**config.mk**
```make
export PLATFORM = sky130hd
export DESIGN_NAME = hue_div_ctrl
export DESIGN_NICKNAME = d
export VERILOG_FILES = /design/src/rtl/hue_pkg.sv /design/src/rtl/hue_fifo.sv /design/src/rtl/hue_div_ctrl.sv
export SDC_FILE = /design/constraint.sdc
export NUM_CORES = 1
export LEC_CHECK = 0
export ABC_AREA = 1
export ABC_CLOCK_PERIOD_IN_PS = 3450
export BUFFER_PORTS_ARGS = -buffer_cell sky130_fd_sc_hd__buf_2
export CAP_MARGIN = 40
export CORE_UTILIZATION = 25
export CTS_CLUSTER_SIZE = 40
export DETAILED_ROUTE_END_ITERATION = 10
export HOLD_SLACK_MARGIN = 0.03
export PLACE_DENSITY = 0.5
export SLEW_MARGIN = 10
export SYNTH_ARGS = -nofsm -noshare
export SYNTH_HDL_FRONTEND = slang
export SYNTH_HIERARCHICAL = 1
export SYNTH_SLANG_ARGS = --single-unit
export TNS_END_PERCENT = 10
```
**constraint.sdc**
```tcl
create_clock -name i_clk -period 3.45 [get_ports i_clk]
set_input_delay 0.1725 -clock i_clk [delete_from_list [all_inputs] [get_ports i_clk]]
set_output_delay 0.1725 -clock i_clk [all_outputs]
set_load 0.02 [all_outputs]
```
**src/rtl/hue_pkg.sv**
```systemverilog
// hue_pkg: shared types and constants for the hue divide step.
//   hue_div_state_t : sequencing FSM states of hue_div_ctrl
//   HUE_BASE_*      : sector base hue (64 units per 60 degrees)
//   HUE_FULL        : one full turn of the hue circle
//   HUE_FRAC_BITS   : fractional quotient bits (q scaled by 64)
//   HUE_DIV_ITERS   : restoring-divider iterations per entry
//   FN_*            : sector / function codes from hue_stage0
package hue_pkg;

    typedef enum logic [1:0] {
        ST_IDLE = 2'd0,
        ST_DIV  = 2'd1,
        ST_ADJ  = 2'd2,
        ST_OUT  = 2'd3
    } hue_div_state_t;

    localparam int HUE_BASE_R    = 0;
    localparam int HUE_BASE_G    = 128;
    localparam int HUE_BASE_B    = 256;
    localparam int HUE_FULL      = 384;
    localparam int HUE_FRAC_BITS = 6;
    localparam int HUE_DIV_ITERS = 7;

    // FIFO payload: dividend(9) | divisor(8) | function(2)
    localparam int HUE_PAYLOAD_W = 19;

    localparam logic [1:0] FN_INVALID = 2'd0;
    localparam logic [1:0] FN_RED     = 2'd1;
    localparam logic [1:0] FN_GREEN   = 2'd2;
    localparam logic [1:0] FN_BLUE    = 2'd3;

    function automatic logic signed [9:0] hue_base(input logic [1:0] fn);
        case (fn)
            FN_RED:   return 10'(HUE_BASE_R);
            FN_GREEN: return 10'(HUE_BASE_G);
            FN_BLUE:  return 10'(HUE_BASE_B);
            default:  return '0;
        endcase
    endfunction

endpackage

```
**src/rtl/hue_fifo.sv**
```systemverilog
// hue_fifo: synchronous FIFO with full/empty flags.
//   i_clk, i_rst : clock, asynchronous active-high reset (empties the FIFO)
//   i_wr_en      : write i_wr_data at the clock edge
//   i_rd_en      : discard the head entry at the clock edge
//   o_rd_data    : head entry (valid while o_empty is low)
//   o_full       : DEPTH entries stored
//   o_empty      : no entries stored
// Writes and reads in the same cycle are both honoured, even when full:
// the slot being vacated is the one being written.
module hue_fifo #(
    parameter int DEPTH = 4,
    parameter int WIDTH = 19
) (
    input  logic             i_clk,
    input  logic             i_rst,
    input  logic             i_wr_en,
    input  logic [WIDTH-1:0] i_wr_data,
    input  logic             i_rd_en,
    output logic [WIDTH-1:0] o_rd_data,
    output logic             o_full,
    output logic             o_empty
);

    localparam int AW = $clog2(DEPTH);

    // Pointers carry one extra wrap bit to tell full from empty.
    logic [AW:0]      wr_ptr;
    logic [AW:0]      rd_ptr;
    logic [WIDTH-1:0] mem [DEPTH];

    assign o_empty   = (wr_ptr == rd_ptr);
    assign o_full    = (wr_ptr[AW] != rd_ptr[AW]) && (wr_ptr[AW-1:0] == rd_ptr[AW-1:0]);
    assign o_rd_data = mem[rd_ptr[AW-1:0]];

    // NOTE: sequential state uses non-blocking assignments so every register
    // samples pre-edge values regardless of statement order.
    always_ff @(posedge i_clk or posedge i_rst) begin
        if (i_rst) begin
            wr_ptr <= '0;
            rd_ptr <= '0;
        end else begin
            if (i_wr_en) wr_ptr <= wr_ptr + 1'b1;
            if (i_rd_en) rd_ptr <= rd_ptr + 1'b1;
        end
    end

    // NOTE: storage is deliberately not reset; the pointers alone define which
    // entries are meaningful, and an unreset array maps onto plain RAM.
    always_ff @(posedge i_clk) begin
        if (i_wr_en) mem[wr_ptr[AW-1:0]] <= i_wr_data;
    end

endmodule

```
**src/rtl/hue_div_ctrl.sv**
```systemverilog
// hue_div_ctrl: buffers hue_stage0 triples, runs a shared 7-step restoring
// divider per entry and maps quotient + sector to a 9-bit hue (0..383).
//   i_clk, i_rst : clock, asynchronous active-high reset
//   i_dividend   : signed dividend (9b two's complement)
//   i_divisor    : unsigned divisor, max-min (0..255)
//   i_function   : sector code, 0 = invalid
//   i_valid      : triple present (no backpressure upstream)
//   o_hue        : hue result, held with o_valid until i_ready
//   o_valid      : result valid
//   i_ready      : downstream accepts o_hue on o_valid & i_ready
//   o_busy       : FIFO non-empty or FSM not idle
//   o_overflow   : sticky, set when a triple is dropped on a full FIFO
module hue_div_ctrl
    import hue_pkg::*;
#(
    parameter int FIFO_DEPTH = 4
) (
    input  logic       i_clk,
    input  logic       i_rst,
    input  logic [8:0] i_dividend,
    input  logic [8:0] i_divisor,
    input  logic [1:0] i_function,
    input  logic       i_valid,
    output logic [8:0] o_hue,
    output logic       o_valid,
    input  logic       i_ready,
    output logic       o_busy,
    output logic       o_overflow
);

    localparam logic [6:0] Q_SAT = 7'(1 << HUE_FRAC_BITS);

    // ---------------- input FIFO ----------------
    logic                     fifo_wr;
    logic                     fifo_pop;
    logic                     fifo_full;
    logic                     fifo_empty;
    logic [HUE_PAYLOAD_W-1:0] fifo_rdata;
    logic [7:0]               wr_divisor;

    // Divisor is 0..255 by construction; clamp rather than truncate if bit 8
    // ever arrives set.
    assign wr_divisor = i_divisor[8] ? 8'hFF : i_divisor[7:0];
    assign fifo_wr    = i_valid && (!fifo_full || fifo_pop);

    hue_fifo #(
        .DEPTH (FIFO_DEPTH),
        .WIDTH (HUE_PAYLOAD_W)
    ) u_fifo (
        .i_clk     (i_clk),
        .i_rst     (i_rst),
        .i_wr_en   (fifo_wr),
        .i_wr_data ({i_dividend, wr_divisor, i_function}),
        .i_rd_en   (fifo_pop),
        .o_rd_data (fifo_rdata),
        .o_full    (fifo_full),
        .o_empty   (fifo_empty)
    );

    logic [8:0] head_dividend;
    logic [7:0] head_divisor;
    logic [1:0] head_func;
    logic [7:0] head_mag;

    assign head_dividend = fifo_rdata[18:10];
    assign head_divisor  = fifo_rdata[9:2];
    assign head_func     = fifo_rdata[1:0];
    // |dividend| in 8 bits; -256 never arrives.
    assign head_mag      = head_dividend[8] ? (~head_dividend[7:0] + 8'd1) : head_dividend[7:0];

    // ---------------- state and working registers ----------------
    hue_div_state_t state_q, state_d;
    logic [9:0]     rem_q, rem_d;
    logic [6:0]     quo_q, quo_d;
    logic [2:0]     iter_q, iter_d;
    logic [7:0]     dvs_q, dvs_d;
    logic [1:0]     func_q, func_d;
    logic           neg_q, neg_d;
    logic           sat_q, sat_d;
    logic           zero_q, zero_d;
    logic [8:0]     hue_q, hue_d;
    logic           valid_q, valid_d;
    logic           ovf_q, ovf_d;

    // Divider step: iteration 0 compares the unshifted magnitude (integer bit),
    // later iterations shift first (fractional bits).
    logic [9:0] rem_try;
    assign rem_try = (iter_q == 3'd0) ? rem_q : {rem_q[8:0], 1'b0};

    // Hue adjust: a magnitude larger than the divisor saturates q to 64.
    logic [6:0]        q_eff;
    logic signed [9:0] adj_sum;
    logic signed [9:0] adj_wrap;
    assign q_eff    = sat_q ? Q_SAT : quo_q;
    assign adj_sum  = neg_q ? hue_base(func_q) - $signed({3'b000, q_eff})
                            : hue_base(func_q) + $signed({3'b000, q_eff});
    assign adj_wrap = (adj_sum < 0) ? adj_sum + $signed(10'(HUE_FULL)) : adj_sum;

    always_ff @(posedge i_clk or posedge i_rst) begin
        if (i_rst) begin
            state_q <= ST_IDLE;
            rem_q   <= '0;
            quo_q   <= '0;
            iter_q  <= '0;
            dvs_q   <= '0;
            func_q  <= FN_INVALID;
            neg_q   <= 1'b0;
            sat_q   <= 1'b0;
            zero_q  <= 1'b0;
            hue_q   <= '0;
            valid_q <= 1'b0;
            ovf_q   <= 1'b0;
        end else begin
            state_q <= state_d;
            rem_q   <= rem_d;
            quo_q   <= quo_d;
            iter_q  <= iter_d;
            dvs_q   <= dvs_d;
            func_q  <= func_d;
            neg_q   <= neg_d;
            sat_q   <= sat_d;
            zero_q  <= zero_d;
            hue_q   <= hue_d;
            valid_q <= valid_d;
            ovf_q   <= ovf_d;
        end
    end

    // NOTE: every signal driven here gets a default first, so no path through
    // the case statement can leave one unassigned and infer a latch.
    always_comb begin
        state_d  = state_q;
        rem_d    = rem_q;
        quo_d    = quo_q;
        iter_d   = iter_q;
        dvs_d    = dvs_q;
        func_d   = func_q;
        neg_d    = neg_q;
        sat_d    = sat_q;
        zero_d   = zero_q;
        hue_d    = hue_q;
        valid_d  = valid_q;
        fifo_pop = 1'b0;

        case (state_q)
            ST_IDLE: begin
                if (!fifo_empty) begin
                    fifo_pop = 1'b1;
                    neg_d    = head_dividend[8];
                    dvs_d    = head_divisor;
                    func_d   = head_func;
                    sat_d    = (head_mag > head_divisor);
                    zero_d   = (head_divisor == 8'd0) || (head_func == FN_INVALID);
                    rem_d    = {2'b00, head_mag};
                    quo_d    = '0;
                    iter_d   = '0;
                    state_d  = ((head_divisor == 8'd0) || (head_func == FN_INVALID)) ? ST_ADJ : ST_DIV;
                end
            end
            ST_DIV: begin
                if (rem_try >= {2'b00, dvs_q}) begin
                    rem_d = rem_try - {2'b00, dvs_q};
                    quo_d = {quo_q[5:0], 1'b1};
                end else begin
                    rem_d = rem_try;
                    quo_d = {quo_q[5:0], 1'b0};
                end
                iter_d = iter_q + 3'd1;
                if (iter_q == 3'(HUE_DIV_ITERS - 1)) state_d = ST_ADJ;
            end
            ST_ADJ: begin
                hue_d   = zero_q ? 9'd0 : adj_wrap[8:0];
                valid_d = 1'b1;
                state_d = ST_OUT;
            end
            ST_OUT: begin
                if (i_ready) begin
                    valid_d = 1'b0;
                    state_d = ST_IDLE;
                end
            end
            default: state_d = ST_IDLE;
        endcase
    end

    // A triple is lost only when the FIFO is full and nothing leaves it.
    assign ovf_d = ovf_q || (i_valid && fifo_full && !fifo_pop);

    assign o_hue      = hue_q;
    assign o_valid    = valid_q;
    assign o_overflow = ovf_q;
    assign o_busy     = !fifo_empty || (state_q != ST_IDLE);

endmodule
```
Yosys cells after proc, flatten, opt, wreduce, memory -nomap -nowiden
Memory sizes are Yosys's and may differ from the RTL's.
Cells that the tools add are included.

cells by class
  reduce and logical (&&, ||, !) cells = 22
  $lt $le $gt $ge = 3
  bitwise gates (word level) = 2
  muxes and demuxes = 27
  add/subtract/negate cells = 8
  eq/ne operators = 12

operators by type and width
  kind                                                                            count
  10-bit 2-to-1 mux                                                               4
  10-bit case mux with 2 select lines                                             1
  10-bit by 8-bit subtractor with 10-bit output                                   2
  9-bit 2-to-1 mux                                                                2
  9-bit case mux with 2 select lines                                              1
  8-bit 2-to-1 mux                                                                2
  7-bit 2-to-1 mux                                                                2
  7-bit case mux with 2 select lines                                              1
  10-bit by 8-bit adder with 10-bit output                                        1
  10-bit by 8-bit greater-or-equal comparator with 1-bit output                   1
  10-bit by 1-bit less-than comparator with 1-bit output (second input constant)  1
  3-bit by 1-bit adder with 3-bit output (second input constant)                  3
  9-bit by 8-bit adder with 9-bit output (second input constant)                  1
  8-bit by 1-bit adder with 8-bit output (second input constant)                  1
  2-bit equality test (second input constant)                                     4
  8-bit > comparator                                                              1
  8-bit logical NOT                                                               1
  2-bit 2-to-1 mux                                                                4
  8-bit NOT                                                                       1
  2-bit case mux with 4 select lines                                              1
  1-bit 2-to-1 mux                                                                6
  2-bit inequality test (second input constant)                                   3
  3-bit case mux with 2 select lines                                              1
  2-bit AND reduction                                                             3
  other kinds (15)                                                                26

storage, ports and cells
  memory bits (writable) = 76
  memories kept = 1
  word-level logic and storage cells = 89
  output and inout port bits = 12
  bits in registers = 52

memory list
  name        words  width  rd ports  clocked after Yosys merged registers in  write ports  RTL line        source
  u_fifo.mem  4      19     1         0                                        1            hue_fifo.sv:29  logic [WIDTH-1:0] mem [DEPTH];

Longest topological paths before layout
  word-level depth = 7
  depth in mapped cells = 19
  depth with buffers taken out = 18

Hierarchy
Netlist, hierarchy kept.

modules (own cells, without submodules)
  module        sequential area each (sq um)  area an instance (sq um)  cells each  instances
  hue_fifo      2,432.3                       3,500.9                   265         1
  hue_div_ctrl  1,151.1                       3,407.0                   461         1

Worst setup path after synthesis
Ideal clock, no wire load.

  path type = register to register
  start point = register iter_q[0]
  end point = register rem_q[5]
  period minus slack after synthesis = 2,680 ps
  cell stages (with the launch flop) = 18
  path slack = 770 ps
  arrival = 2,548 ps
  library setup time = 132 ps
  data required time = 3,318 ps
  path through = dfrtp_1 -> inv_1 -> ha_1 -> nand2_1 -> buf_2 -> inv_1 -> nand2_1 -> ha_1 -> fa_1 -> nor2_1 -> nor2_1 -> nor2_1 -> nor3_2 -> nand2_1 -> clkbuf_1 -> o21ai_0 -> o21ai_0 -> o21ai_1

on the way
  longest elaborated chain between the ends = 5

ends and longest elaborated chain
  item                                                                                                                            RTL line                                  source
  start, declared                                                                                                                 hue_div_ctrl.sv:75                        logic [2:0] iter_q, iter_d;
  start signal, assigned                                                                                                          hue_div_ctrl.sv:117                       iter_q <= iter_d;
  3-bit logical NOT *                                                                                                             hue_div_ctrl.sv:88                        assign rem_try = (iter_q == 3'd0) ? rem_q : {rem_q[8:0], 1'b0};
  10-bit 2-to-1 mux *                                                                                                             hue_div_ctrl.sv:88
  10-bit by 8-bit subtractor with 10-bit output or 10-bit by 8-bit greater-or-equal comparator with 1-bit output (tied branches)  hue_div_ctrl.sv:162, hue_div_ctrl.sv:161
  10-bit 2-to-1 mux *                                                                                                             hue_div_ctrl.sv:161                       if (rem_try >= {2'b00, dvs_q}) begin
  10-bit case mux with 2 select lines *                                                                                           hue_div_ctrl.sv:145                       case (state_q)
  end signal, assigned                                                                                                            hue_div_ctrl.sv:115                       rem_q <= rem_d;
  end, declared                                                                                                                   hue_div_ctrl.sv:73                        logic [9:0] rem_q, rem_d;

Mark *: on every way between the ends. The rest lies on a longest branch, timed or not.
A chain may end at the register's enable or synchronous reset.

Worst setup path after layout
  start point = register iter_q[0]
  end point = register rem_q[1]

The elaborated chain is that of the path after synthesis.

==> results_dict.tcl <==
set metrics [dict create \
    core_area_um2 27000 \
    crit_end "rem_q[1]" \
    r2r_setup_slack_ns 0.47 \
    syn_area_um2 6910 \
    min_path_type "primary input to flop" \
    die_h_um 168 \
    netlist_instances 726 \
    n_antenna_cell 0 \
    slew-limit-headroom_pct 54.1 \
    synth_area_leaders "edfxtp_1, dfrtp_1, nand2_1, inv_1, ha_1" \
    r2r_start "iter_q[0]" \
    reg2reg_to "rem_q[1]" \
    criticalPathCategory "flop to flop" \
    cts_buffers 17 \
    antenna_found_initial 0 \
    endpoint_kind "flop" \
    period_share_pct 86.5 \
    start_util_pct 25.6 \
    worstPathArrival_ns 3.25 \
    finClkSkew_ns 0.0184 \
    htree_num_levels 4 \
    worst_slack_ns 0.467 \
    pre_cts_slack_ns 0.370 \
    cts_root_buf "clkbuf_16" \
    synth_top_area_share_pct 33.0 \
    grt_max_degree 37 \
    finalNonFillerCells 1139 \
    cts_setup_buffers 0 \
    synth_ff_type "edfxtp_1" \
    cp_common_cell "nor2_1" \
    grt_pass1_wl_mm 24.9 \
    grt.overflow.total 0 \
    crit_cells 16 \
    critPathMaxStageDelay_ns 0.35 \
    layout_commonest_cell "nand2_1" \
    area_growth_pct 18.8 \
    die_w_um 168 \
    synth.ff_latch_count 128 \
    setup_viol 0 \
    crit_path_cell_trace "inv_1 -> ha_1 -> nand2_1 -> inv_1 -> o21ai_0 -> ha_1 -> nand2_1 -> nor2_1 -> nor2_1 -> nor2_1 -> nor3_2 -> nand2_2 -> inv_2 -> nor2_1 -> o221ai_1 -> o21ai_0" \
    io_buffer_count 35 \
    max_freq_mhz 335 \
    grt_util_all_layers_pct 11.3 \
    seq_area_frac_synth_pct 51.9 \
    tritoncts "built" \
    drv_cap 0 \
    layout_common_cells "nand2_1, inv_1, edfxtp_1" \
    synth_edf_count 76 \
    grt_pass1_vias 4879 \
    ys_warn_count 6 \
    num-fill-cells 2849 \
    cp-start-kind "flop" \
    antenna_left 0 \
    reg2regPathDepth 16 \
    dp_cells 1093 \
    multi_input_area_um2 2680 \
    crit_buf_inv 3 \
    status "finished, final reports clean" \
    setup_tns_ns 0 \
    tightest_slew_ns 0.688 \
    rsz0062_at_grt "false" \
    wl_mm 14.9 \
    cts.path.max_buffers 2 \
    fin_nets 842 \
    rows 60 \
    dieArea_um2 28300 \
    required_ns 3.72 \
    post_route_cells_drive_above_1_share_pct 16.9 \
    dr.first_iter.drc_count 219 \
    cts_sinks 128 \
    finalHoldViolations 0 \
    synth_cell_types 47 \
    dp_hpwl_mm 10.6 \
    cp_top_family "simple AND/OR/NAND/NOR gates" \
    vias 4872 \
    dr.pass1.iters 4 \
    wire_per_inst_um 13.1 \
    synth_fp_nets 783 \
    syn_area_per_cell_um2 9.51 \
    clk_pin_slew_ns 0.07 \
    yosysTopAreaCell "edfxtp_1" \
    ios 36 \
    drv_slew 0 \
    startpoint "iter_q[0]" \
    via_per_inst 4.28 \
    synth-async-reset-ratio_pct 40.6 \
    cpMaxStageDelayCell "dfrtp_1" \
    place.gp.congestion 0.797 \
    drc 0 \
    insertion_delay_ns 0.43 \
    regArea_um2 3580 \
    fin_crit_ns 2.98 \
    cp_max_fo 12 \
]
## logic make-up after synthesis
kind of cell             count (synthesis)  share of synthesized area, %
AO/OA/AOI/OAI                          140                          14.3
XOR/XNOR                                18                          2.28
adder cells (fa/ha/maj)                 33                          6.09
buffers and inverters                  152                          9.31
flip-flops                             128                          51.9
AND/OR/NAND/NOR                        255                          16.2
## Yosys cell counts, types with 5 or more instances
cell type,n
buf_2,11
or2_2,9
edfxtp_1,76
nor2_1,31
nand2_2,5
nand3_1,23
o211ai_1,24
o21ai_0,44
dfrtp_1,52
nand2_1,168
inv_1,125
clkbuf_1,8
o211ai_2,19
ha_1,32
o21ai_1,8
a21oi_1,17
o22ai_1,6
xor2_1,11
xnor2_1,7
## state kept, by name (all words and copies together) (netlist names), 2 cells and up
name / flops
u_fifo/mem: 76
rem_q: 10
o_hue: 9
dvs_q: 8
quo_q: 7
iter_q: 3
u_fifo/rd_ptr: 3
u_fifo/wr_ptr: 3
func_q: 2
state_q: 2
## worst reg2reg max path: stages (launching register included)
cell and delay (ns):
dfrtp_1 0.35, inv_1 0.08, ha_1 0.20, nand2_1 0.15
inv_1 0.15, o21ai_0 0.29, ha_1 0.34, nand2_1 0.10
nor2_1 0.04, nor2_1 0.20, nor2_1 0.08, nor3_2 0.19
nand2_2 0.20, inv_2 0.16, nor2_1 0.05, o221ai_1 0.16
o21ai_0 0.10
## layout make-up
class	instances	share of cell area [%]
Tap cell	341	5.20
Clock inverter	15	2.01
Timing Repair Buffer	63	5.28
Sequential cell	128	43.7
Inverter	129	5.93
Multi-Input combinational cell	446	32.7
Clock buffer	17	5.18
## routing by layer
layer / vias up / part of all wire, % / global-route usage (%)
met1: 2262 / 49 / 14.7
met5: - / 0 / 0
met2: 66 / 47 / 18.5
met3: 13 / 3.1 / 2.42
met4: 0 / 1.1 / 3.79
li1: 2531 / - / -
## timing repair
action | in CTS | in global routing
hold buffers | 14 | 0
resized for setup | 0 | 1
endpoints found under the hold margin | 98 | 0
endpoints found under the setup margin | 0 | 2
## stage by stage
| stage | area [µm²] | hold WS, ns | utilization, % |
|---|---|---|---|
| after global placement | 7450 | 0.137 | 27.6 |
| final | 8210 | 0.0398 | 30.4 |
| after CTS | 8200 | 0.0335 | 30.4 |
| after detailed placement | 7470 | 0.135 | 27.6 |
| after global routing | 8210 | 0.0377 | 30.4 |
| after floorplan | 6910 | -0.0365 | - |
## how the worst min path moves through the flow
stage | startpoint | to | slack [ns] | depth (start not counted)
floorplan | i_rst | u_fifo/rd_ptr[0] | -0.04 | 1
global placement | i_rst | u_fifo/wr_ptr[0] | 0.14 | 2
detailed placement | i_rst | u_fifo/wr_ptr[0] | 0.14 | 2
CTS | i_divisor[0] | u_fifo/mem[3][2] | 0.03 | 2
global route | i_divisor[2] | u_fifo/mem[0][4] | 0.04 | 2
finish | i_divisor[0] | u_fifo/mem[3][2] | 0.04 | 2
Power is not shown: default switching activity piles up to over one toggle a cycle in this logic, so the estimate is an artifact.
